==> src/rtl/seg_pkg.sv <==
// seg_pkg: shared constants and types for the seven-segment scan controller
package seg_pkg;
    localparam int SEG_W = 7;
    localparam logic [SEG_W-1:0] SEG_BLANK = 7'h7F;
    typedef enum logic {PH_BLANK, PH_SHOW} phase_e;
endpackage

==> src/rtl/hex2seven_seg.sv <==
// hex2seven_seg: nibble to active-low common-anode segment pattern, bits g..a
module hex2seven_seg
    import seg_pkg::*;
(
    input  logic [3:0]       hex_i,
    output logic [SEG_W-1:0] seg_n_o
);
    // full hex glyph table, segment low = lit
    always_comb begin
        seg_n_o = SEG_BLANK;
        case (hex_i)
            4'h0: seg_n_o = 7'h40;
            4'h1: seg_n_o = 7'h79;
            4'h2: seg_n_o = 7'h24;
            4'h3: seg_n_o = 7'h30;
            4'h4: seg_n_o = 7'h19;
            4'h5: seg_n_o = 7'h12;
            4'h6: seg_n_o = 7'h02;
            4'h7: seg_n_o = 7'h78;
            4'h8: seg_n_o = 7'h00;
            4'h9: seg_n_o = 7'h10;
            4'hA: seg_n_o = 7'h08;
            4'hB: seg_n_o = 7'h03;
            4'hC: seg_n_o = 7'h46;
            4'hD: seg_n_o = 7'h21;
            4'hE: seg_n_o = 7'h06;
            default: seg_n_o = 7'h0E;
        endcase
    end
endmodule

==> src/rtl/seg_scan_ctrl.sv <==
// seg_scan_ctrl: time-multiplexed scan of a common-anode seven-segment bank
module seg_scan_ctrl
    import seg_pkg::*;
#(
    parameter int NUM_DIGITS   = 4,
    parameter int SCAN_DIV     = 50000,
    parameter int BLANK_CYCLES = 500
) (
    input  logic                    clk,
    input  logic                    rst_n,
    input  logic [4*NUM_DIGITS-1:0] value,
    input  logic                    load,
    input  logic [NUM_DIGITS-1:0]   dig_en,
    input  logic [NUM_DIGITS-1:0]   dp,
    input  logic                    lz_blank,
    output logic [SEG_W-1:0]        seg_n,
    output logic                    dp_n,
    output logic [NUM_DIGITS-1:0]   dig_sel_n,
    output logic                    frame_done
);
    localparam int CW = $clog2(SCAN_DIV);
    localparam int IW = NUM_DIGITS > 1 ? $clog2(NUM_DIGITS) : 1;

    if (NUM_DIGITS < 1 || SCAN_DIV < 2 || BLANK_CYCLES < 1 || BLANK_CYCLES > SCAN_DIV - 1) begin : g_bad_param
        $error("seg_scan_ctrl: need NUM_DIGITS>=1, SCAN_DIV>=2, 1<=BLANK_CYCLES<=SCAN_DIV-1");
    end

    logic [CW-1:0]           cnt_q, cnt_d;
    logic [IW-1:0]           idx_q, idx_d;
    logic [4*NUM_DIGITS-1:0] pend_q, pend_d, disp_q, disp_d, upper;
    logic [SEG_W-1:0]        seg_q, seg_d, dec;
    logic                    dp_q, dp_d, fd_q, fd_d;
    logic [NUM_DIGITS-1:0]   sel_q, sel_d;
    logic [3:0]              nib;
    logic                    slot_end, bnd, sup, lit;
    phase_e                  ph;

    hex2seven_seg u_dec (.hex_i(nib), .seg_n_o(dec));

    // slot/digit stepping, frame-aligned value swap, and the next pin pattern
    always_comb begin
        slot_end = cnt_q == CW'(SCAN_DIV - 1);
        bnd      = slot_end && idx_q == IW'(NUM_DIGITS - 1);
        cnt_d    = slot_end ? '0 : cnt_q + 1'b1;
        idx_d    = slot_end ? (bnd ? '0 : idx_q + 1'b1) : idx_q;
        pend_d   = load ? value : pend_q;
        disp_d   = bnd ? pend_d : disp_q;
        ph       = cnt_q < CW'(BLANK_CYCLES) ? PH_BLANK : PH_SHOW;
        nib      = disp_q[4*idx_q +: 4];
        upper    = disp_q >> (4 * idx_q);
        sup      = lz_blank && idx_q != '0 && upper == '0;
        lit      = ph == PH_SHOW && dig_en[idx_q] && !sup;
        seg_d    = lit ? dec : SEG_BLANK;
        dp_d     = ph == PH_SHOW ? ~dp[idx_q] : 1'b1;
        sel_d    = lit ? ~(NUM_DIGITS'(1) << idx_q) : '1;
        fd_d     = bnd;
    end

    // state and registered outputs; reset darkens the display immediately
    always_ff @(posedge clk or negedge rst_n) begin
        if (!rst_n) begin
            cnt_q  <= '0;
            idx_q  <= '0;
            pend_q <= '0;
            disp_q <= '0;
            seg_q  <= SEG_BLANK;
            dp_q   <= 1'b1;
            sel_q  <= '1;
            fd_q   <= 1'b0;
        end else begin
            cnt_q  <= cnt_d;
            idx_q  <= idx_d;
            pend_q <= pend_d;
            disp_q <= disp_d;
            seg_q  <= seg_d;
            dp_q   <= dp_d;
            sel_q  <= sel_d;
            fd_q   <= fd_d;
        end
    end

    assign seg_n      = seg_q;
    assign dp_n       = dp_q;
    assign dig_sel_n  = sel_q;
    assign frame_done = fd_q;
endmodule

==> config.mk <==
export PLATFORM = sky130hd
export DESIGN_NAME = seg_scan_ctrl
export DESIGN_NICKNAME = d
export VERILOG_FILES = /design/src/rtl/seg_pkg.sv /design/src/rtl/hex2seven_seg.sv /design/src/rtl/seg_scan_ctrl.sv
export SDC_FILE = /design/constraint.sdc
export NUM_CORES = 1
export LEC_CHECK = 0
export BUFFER_PORTS_ARGS = -buffer_cell sky130_fd_sc_hd__buf_4
export CORE_ASPECT_RATIO = 1.5
export CORE_MARGIN = 2
export CORE_UTILIZATION = 54
export CTS_BUF_LIST = sky130_fd_sc_hd__clkbuf_8
export DETAILED_ROUTE_END_ITERATION = 8
export PLACE_DENSITY = 0.76
export SLEW_MARGIN = 10
export SYNTH_ARGS = -nofsm -noshare
export SYNTH_HDL_FRONTEND = slang
export SYNTH_HIERARCHICAL = 1
export SYNTH_SLANG_ARGS = --single-unit
==> constraint.sdc <==
create_clock -name clk -period 2 [get_ports clk]
set_clock_uncertainty 0.2 [all_clocks]
set_input_delay 0.2 -clock clk [delete_from_list [all_inputs] [get_ports clk]]
set_output_delay 0.2 -clock clk [all_outputs]
set_load 0.02 [all_outputs]
==> results of run 1 <==
-- kinds of logic after synthesis --
| kind of cell | after synthesis |
|---|---|
| flops | 63 |
| compound gates | 20 |
| buf+inv | 17 |
| mux | 41 |
| fa+ha+maj | 12 |
| xor+xnor | 13 |
| simple gates | 65 |
-- final cells by class --
class                      count  area share (%)
tap                           70            2.19
clock buffer                   9            3.10
clock inverter                 4            1.07
multi-input combinational    153            34.9
sequential                    63            39.9
inverter                       6           0.564
timing repair buffer          88            18.2
-- worst max-delay path by stage --
stage,slack (ps),start,end
after floorplan,-100,idx_q[0],dig_sel_n[1]
after global placement,-110,idx_q[0],seg_n[3]
after detailed placement,-170,idx_q[0],seg_n[6]
after CTS,-90,idx_q[0],seg_n[3]
after global routing,-210,idx_q[0],seg_n[3]
final,-170,idx_q[0],seg_n[4]
-- power groups by stage --
stage | clock, mW | sequential, mW | combinational, mW
final | 0.977 | 1.34 | 0.275
after global routing | 1.05 | 1.35 | 0.299
after CTS | 0.997 | 1.34 | 0.260
after detailed placement | 0 | 1.37 | 0.220
after global placement | 0 | 1.36 | 0.216
after floorplan | 0 | 1.36 | 0.111
-- routing by layer --
layer,vias to the layer above,global-route usage (%),part of all wire (%)
met5,-,0,0
met4,0,18.3,5.8
met3,45,4.49,4.4
met2,93,38.4,54
met1,1084,22.3,36
li1,1022,-,-
-- stage by stage --
stage               util [%]  cells  worst slack, ps  power (mW)
floorplan                  -    231             -105        1.47
global placement        65.3    357             -106        1.58
detailed placement      65.3    357             -168        1.59
CTS                     72.6    392            -86.7        2.60
global route            73.8    393             -214        2.69
finish                  73.8    393             -171        2.60
-- worst register-to-register path: stages, from the launching register on --
cell      delay, ps
dfrtp_2         420
mux4_2          600
buf_6           170
buf_4           130
o21ai_0         280
o22ai_1         140
nand3b_1        160
-- sequential cells by signal, summed over array words and instances, names as in the netlist --
name and flops:
pend_q 16, cnt_q 16, idx_q 2, dp_n 1, dig_sel_n 4, seg_n 7
frame_done 1, disp_q 16
-- layout by cell type (no fill, tap or decap), types with 3 or more instances in the layout --
| cell type | n |
|---|---|
| mux2_2 | 33 |
| buf_4 | 66 |
| and4_1 | 4 |
| o211ai_1 | 3 |
| ha_1 | 8 |
| xor2_1 | 7 |
| nand3b_1 | 7 |
| xnor2_1 | 6 |
| nand4_1 | 4 |
| and3_1 | 4 |
| nor2_1 | 10 |
| dlygate4sd3_1 | 19 |
| dfstp_2 | 12 |
| nand3_1 | 8 |
| mux4_2 | 3 |
| inv_1 | 6 |
| nand2b_1 | 3 |
| nand2_1 | 11 |
| mux4_1 | 3 |
| nor4_1 | 3 |
| dfrtp_1 | 50 |
| o21ai_0 | 5 |
| clkbuf_8 | 9 |
| nand2_4 | 3 |
-- timing repair --
item	in CTS	in global routing
pin swaps	7	10
setup endpoints to repair	10	26
hold buffers	19	0
gates resized for setup	7	16
buffers inserted	2	0
hold endpoints to repair	80	0
cloned	1	1
==> summary.md, run 1 <==
| Metric | Value |
|---|---|
| Worst Path Required | `2060 ps` |
| Final Cycle Share | `109%` |
| GRT Total Usage | `22.0%` |
| EDFF count, synth | `0` |
| Total Negative Setup Slacks | `-917 ps` |
| CTS tree | `built` |
| Final ANT Viol Nets | `0` |
| Starting density of the core | `55.3%` |
| Critical path's top delay family | `multiplexers` |
| Worst Setup End Kind | `flop` |
| First-pass GRT wire length | `9.92 mm` |
| Nets | `361` |
| Total gr overflow | `0` |
| Core Region | `5410 um2` |
| Die height | `95.2 um` |
| Top cell type's share of synthesized area | `42.7%` |
| Via-to-Cell Ratio | `5.71` |
| Mapped Avg Cell Area | `13.0 um2` |
| Fin worst setup slack | `-171 ps` |
| Seq pwr share | `51.8%` |
| Clk_lat worst skew | `350 ps` |
| Critical path arrival | `2230 ps` |
| Initial drt markers | `94` |
| Die X | `64.8 um` |
| Synth unique cells | `40` |
| Reg2Reg Capture Point | `seg_n[4]` |
| Area delta synth->final | `33.5%` |
| Hold wc startpoint | `dp[1]` |
| Ys Warns | `6` |
| Largest family of logic cells by synthesized area | `multiplexers` |
| R2r setup slk | `-170 ps` |
| Simple-gate share of the synthesized area | `12.3%` |
| Max clock buf depth | `2` |
| Worst-path clk slew | `60 ps` |
| Most frequent cell after synthesis | `dfrtp_1` |
| CP Launch Type | `flop` |
| P_sw | `0.570 mW` |
| Multi-input logic area | `1400 um2` |
| Drt first pass iters | `4` |
| DRC | `0` |
| Vias in the first global route | `2205` |
| Mux contribution to synthesized area | `18.2%` |
| Final Max Slew Viols | `0` |
| Initial antenna violation count | `0` |
| Total number of vias | `2244` |
| Worst-Margin Slew | `347 ps` |
| Post-layout min period | `2170 ps` |
| Fraction of layout cells with a size suffix above 1 | `45.2%` |
| Switching share of power | `22.0%` |
| Syn Inst Count | `231` |
| PD cells | `650 nW/um2` |
| Crit Path Category | `flop to flop` |
| WP depth | `6` |
| Cell internal pwr | `2.03 mW` |
| Final setup viols | `10` |
| HPWL Detailed | `4.02 mm` |
| Port Buffers | `40` |
| Buf+Inv Stages, Crit Path | `2` |
| Register area | `1590 um2` |
| Largest net degree at the start of global routing | `64` |
| Failing checks | `setup timing` |
| Slowest CP cell | `mux4_2` |
| Fraction of the mapped netlist area in adder cells | `5.02%` |
| Max Clk Rate | `461 MHz` |
| Global placement routability congestion | `0.849` |
| RSZ-0062 raised after global routing | `yes` |
| Ant diodes | `0` |
| Clock root cell | `clkbuf_8` |
| Hold path depth | `3` |
| Maximum fanout along the worst path | `5` |
| CP peak stage delay | `600 ps` |
| Worst hold slack | `8.84 ps` |
| Status | `finished with violations` |
| Clk sinks | `63` |
| Seq/Total Area, Yosys | `53.2%` |
| R2R Path Start | `idx_q[0]` |
| Routed wire per std cell | `16.4 um` |
| Seq cells post-synth | `63` |
| Fillers | `372` |
| Clk pwr share | `37.6%` |
| Routed WL | `6.43 mm` |
| Worst-case vdd ir drop | `0.000579 V` |
| Main synth FF type | `dfrtp_1` |
| Synth Cell Area | `2990 um2` |
| FF-to-FF path depth | `6` |
| Syn Nets | `271` |
| Cell row count | `33` |
| Ys async rst share | `100%` |
| Final Hold Viols | `0` |
| Placed inst area | `3530 um2` |
| Class of the most critical hold timing path | `input port to flop` |
| Complex-gate fraction of the synthesized area | `4.39%` |
| List of most frequent post-synthesis cells | `51 x dfrtp_1, 33 x mux2_2, 12 x dfstp_2, 12 x ha_1, 12 x nand2_1` |
| Comb power frac | `10.6%` |
| Post-synthesis xor/xnor area fraction | `3.81%` |
| # Max-Cap Violations | `0` |
| H-tree Lvls | `3` |
| CP Cell Sequence | `mux4_2 > buf_6 > buf_4 > o21ai_0 > o22ai_1 > nand3b_1` |
| WHS Endpoint | `dp_n` |
| Leakage | `1.84 nW` |
| Slew headroom | `76.8%` |
| Yosys top cell by area | `dfrtp_1` |
| Top post-synthesis cells by area | `dfrtp_1 43%, mux2_2 12%, dfstp_2 11%, ha_1 5.0%, mux4_1 4.4%` |
| Fin area | `3990 um2` |
| Area of the die | `6160 um2` |
| I/O pins | `41` |
| TritonCTS Buffers | `9` |
Power figures use the tool's default switching activity.
==> run 2, diff against run 1 <==
--- a/config.mk
+++ b/config.mk
@@ -6,7 +6,7 @@
 export NUM_CORES = 1
 export LEC_CHECK = 0
 export BUFFER_PORTS_ARGS = -buffer_cell sky130_fd_sc_hd__buf_4
-export CORE_ASPECT_RATIO = 1.5
+export CORE_ASPECT_RATIO = 0.9
 export CORE_MARGIN = 2
 export CORE_UTILIZATION = 54
 export CTS_BUF_LIST = sky130_fd_sc_hd__clkbuf_8
==> run 2 against run 1 <==
Net effect: the flow still finishes with violations (setup timing); sequential power about the same; sequential share of layout area rose by 0.40 points; critical path depth fell by 1; via count shrank 3.3%; critical path type unchanged.
==> summary.md, run 2 (synthesis gave the netlist of run 1 again) <==
| Metric | Value |
|---|---|
| Class of the most critical hold timing path | `input port to flop` |
| Status | `finished with violations` |
| Fin worst setup slack | `-129 ps (+41.9 ps)` |
| Slew headroom | `47.5% (-29 points)` |
| Via-to-Cell Ratio | `5.54 (-3.0%)` |
| Area delta synth->final | `32.2%` |
| Post-layout min period | `2130 ps (-41.9 ps)` |
| CP endpoint | `seg_n[2]` |
| Initial drt markers | `114 (+21%)` |
| Die height | `74.6 um (-22%)` |
| Final Cycle Share | `106% (-2.1 points)` |
| Final Max Slew Viols | `0 (unchanged)` |
| Port Buffers | `40 (unchanged)` |
| Global placement routability congestion | `0.858 (+1.0%)` |
| Total power | `2.58 mW (-0.51%)` |
| Clk_lat worst skew | `340 ps (about the same)` |
| Ant diodes | `0 (unchanged)` |
| Core Region | `5290 um2 (-2.3%)` |
| Cell row count | `25 (-24%)` |
| R2r setup slk | `-130 ps (+40 ps)` |
| FF-to-FF path depth | `5 (-1)` |
| Failing checks | `setup timing` |
| Die X | `82.5 um (+27%)` |
| Routed wire per std cell | `16.3 um (-0.62%)` |
| First-pass GRT wire length | `10.1 mm (+2.3%)` |
| Leading cell type in the layout, fill and taps excluded | `buf_4` |
| RSZ-0062 raised after global routing | `yes` |
| Clock root cell | `clkbuf_8` |
| GRT Total Usage | `22.9% (+0.84 points)` |
| Largest net degree at the start of global routing | `64 (unchanged)` |
| R2R Path Start | `disp_q[12]` |
| Placed inst area | `3510 um2 (-0.67%)` |
| Total gr overflow | `0 (unchanged)` |
| Area of the die | `6150 um2 (-0.19%)` |
| Final ANT Viol Nets | `0 (unchanged)` |
| CP Launch Type | `flop` |
| Final Hold Viols | `0 (unchanged)` |
| TritonCTS Buffers | `9 (unchanged)` |
| Starting density of the core | `56.6% (+1.3 points)` |
| Total number of vias | `2171 (-3.3%)` |
| Pre-CTS setup slack | `-200 ps (-32.0 ps)` |
| CTS tree | `built` |
| Crit Path Category | `flop to flop` |
| Clk sinks | `63 (unchanged)` |
| Reg2Reg Capture Point | `seg_n[2]` |
| Leakage | `1.84 nW (-0.18%)` |
| PD cells | `653 nW/um2 (+0.41%)` |
| Max clock buf depth | `2 (unchanged)` |
| Fraction of layout cells with a size suffix above 1 | `44.9% (-0.28 points)` |
| Maximum fanout along the worst path | `5 (unchanged)` |
| Initial antenna violation count | `0 (unchanged)` |
| Worst hold slack | `14.0 ps (+5.16 ps)` |
| I/O pins | `41 (unchanged)` |
| Fin area | `3960 um2 (-0.91%)` |
| Critical path arrival | `2210 ps (-20 ps)` |
| Most frequent cells in the layout | `67 x buf_4, 49 x dfrtp_1, 33 x mux2_2` |
| Worst-case vdd ir drop | `0.000515 V (-11%)` |
| Nets | `360 (-0.28%)` |
| Post-layout util | `74.8% (+1.0 points)` |
| Drt first pass iters | `4 (unchanged)` |
| Max Clk Rate | `470 MHz (+2.0%)` |
| Routed WL | `6.38 mm (-0.87%)` |
| Critical Path Source | `disp_q[12]` |
| DRC | `0 (unchanged)` |
| Worst-Margin Slew | `788 ps (+441 ps)` |
| Worst Path Required | `2080 ps (+20 ps)` |
| Final setup viols | `10 (unchanged)` |
| HPWL Detailed | `3.98 mm (-1.1%)` |
| Worst-path clk slew | `70 ps (about the same)` |
| # Max-Cap Violations | `0 (unchanged)` |
| Worst Setup End Kind | `flop` |
| H-tree Lvls | `3 (unchanged)` |
| Top flop regs | `cnt_q: 16 flops, disp_q: 16 flops, pend_q: 16 flops` |
| Vias in the first global route | `2137 (-3.1%)` |
-- run 2: layout make-up --
cell class	count	area [um2]
well taps	67	83.8
inverters	6	22.5
repair buffers	86	694
flip-flops and latches	63	1590
multi-input cells	154	1390
fillers	367	1330
clock buffers	11	151
clock inverters	5	25.0
-- run 2: metrics by stage --
stage	cells	setup TNS (ps)
after floorplan	231	-1040
after global placement	353	-940
after detailed placement	353	-1340
after CTS	388	-719
after global routing	392	-1900
final	392	-1090
-- run 2: worst min-delay path by stage --
stage	startpoint	endpoint	slack, ps	cells past startpoint
after floorplan	rst_n	cnt_q[0]	-300	0
after global placement	rst_n	pend_q[6]	130	1
after detailed placement	rst_n	pend_q[6]	120	1
after CTS	dp[0]	dp_n	2	3
after global routing	dp[0]	dp_n	30	3
final	dp[2]	dp_n	10	3
-- run 2: where the power goes --
group          internal [mW]  total [mW]  switching [mW]  leakage, nW
clock network          0.504       0.982           0.478       0.0977
logic                  0.149       0.258           0.109        0.971
registers               1.32        1.34          0.0197        0.767
-- run 2: repair_timing --
item / 4_1_cts / 5_1_grt
gates resized for setup: 8 / 12
pin swaps: 5 / 2
endpoints found under the setup margin: 10 / 27
gates cloned: 1 / 2
endpoints found under the hold margin: 68 / 0
hold buffers: 18 / 0
buffers inserted: 0 / 2
-- run 2: worst max-delay path: stages, from the launching register on --
cell and delay (ps):
dfrtp_1 400, buf_4 150, o41ai_1 380, o211ai_1 240
a2111o_1 550, nand3b_1 140
-- run 2: routing by layer --
layer	vias up	wire, um	track usage [%]
li1	1012	-	-
met5	-	0	0
met4	0	137	10.6
met1	1078	2700	28.2
met3	17	363	7.31
met2	64	3170	36.9
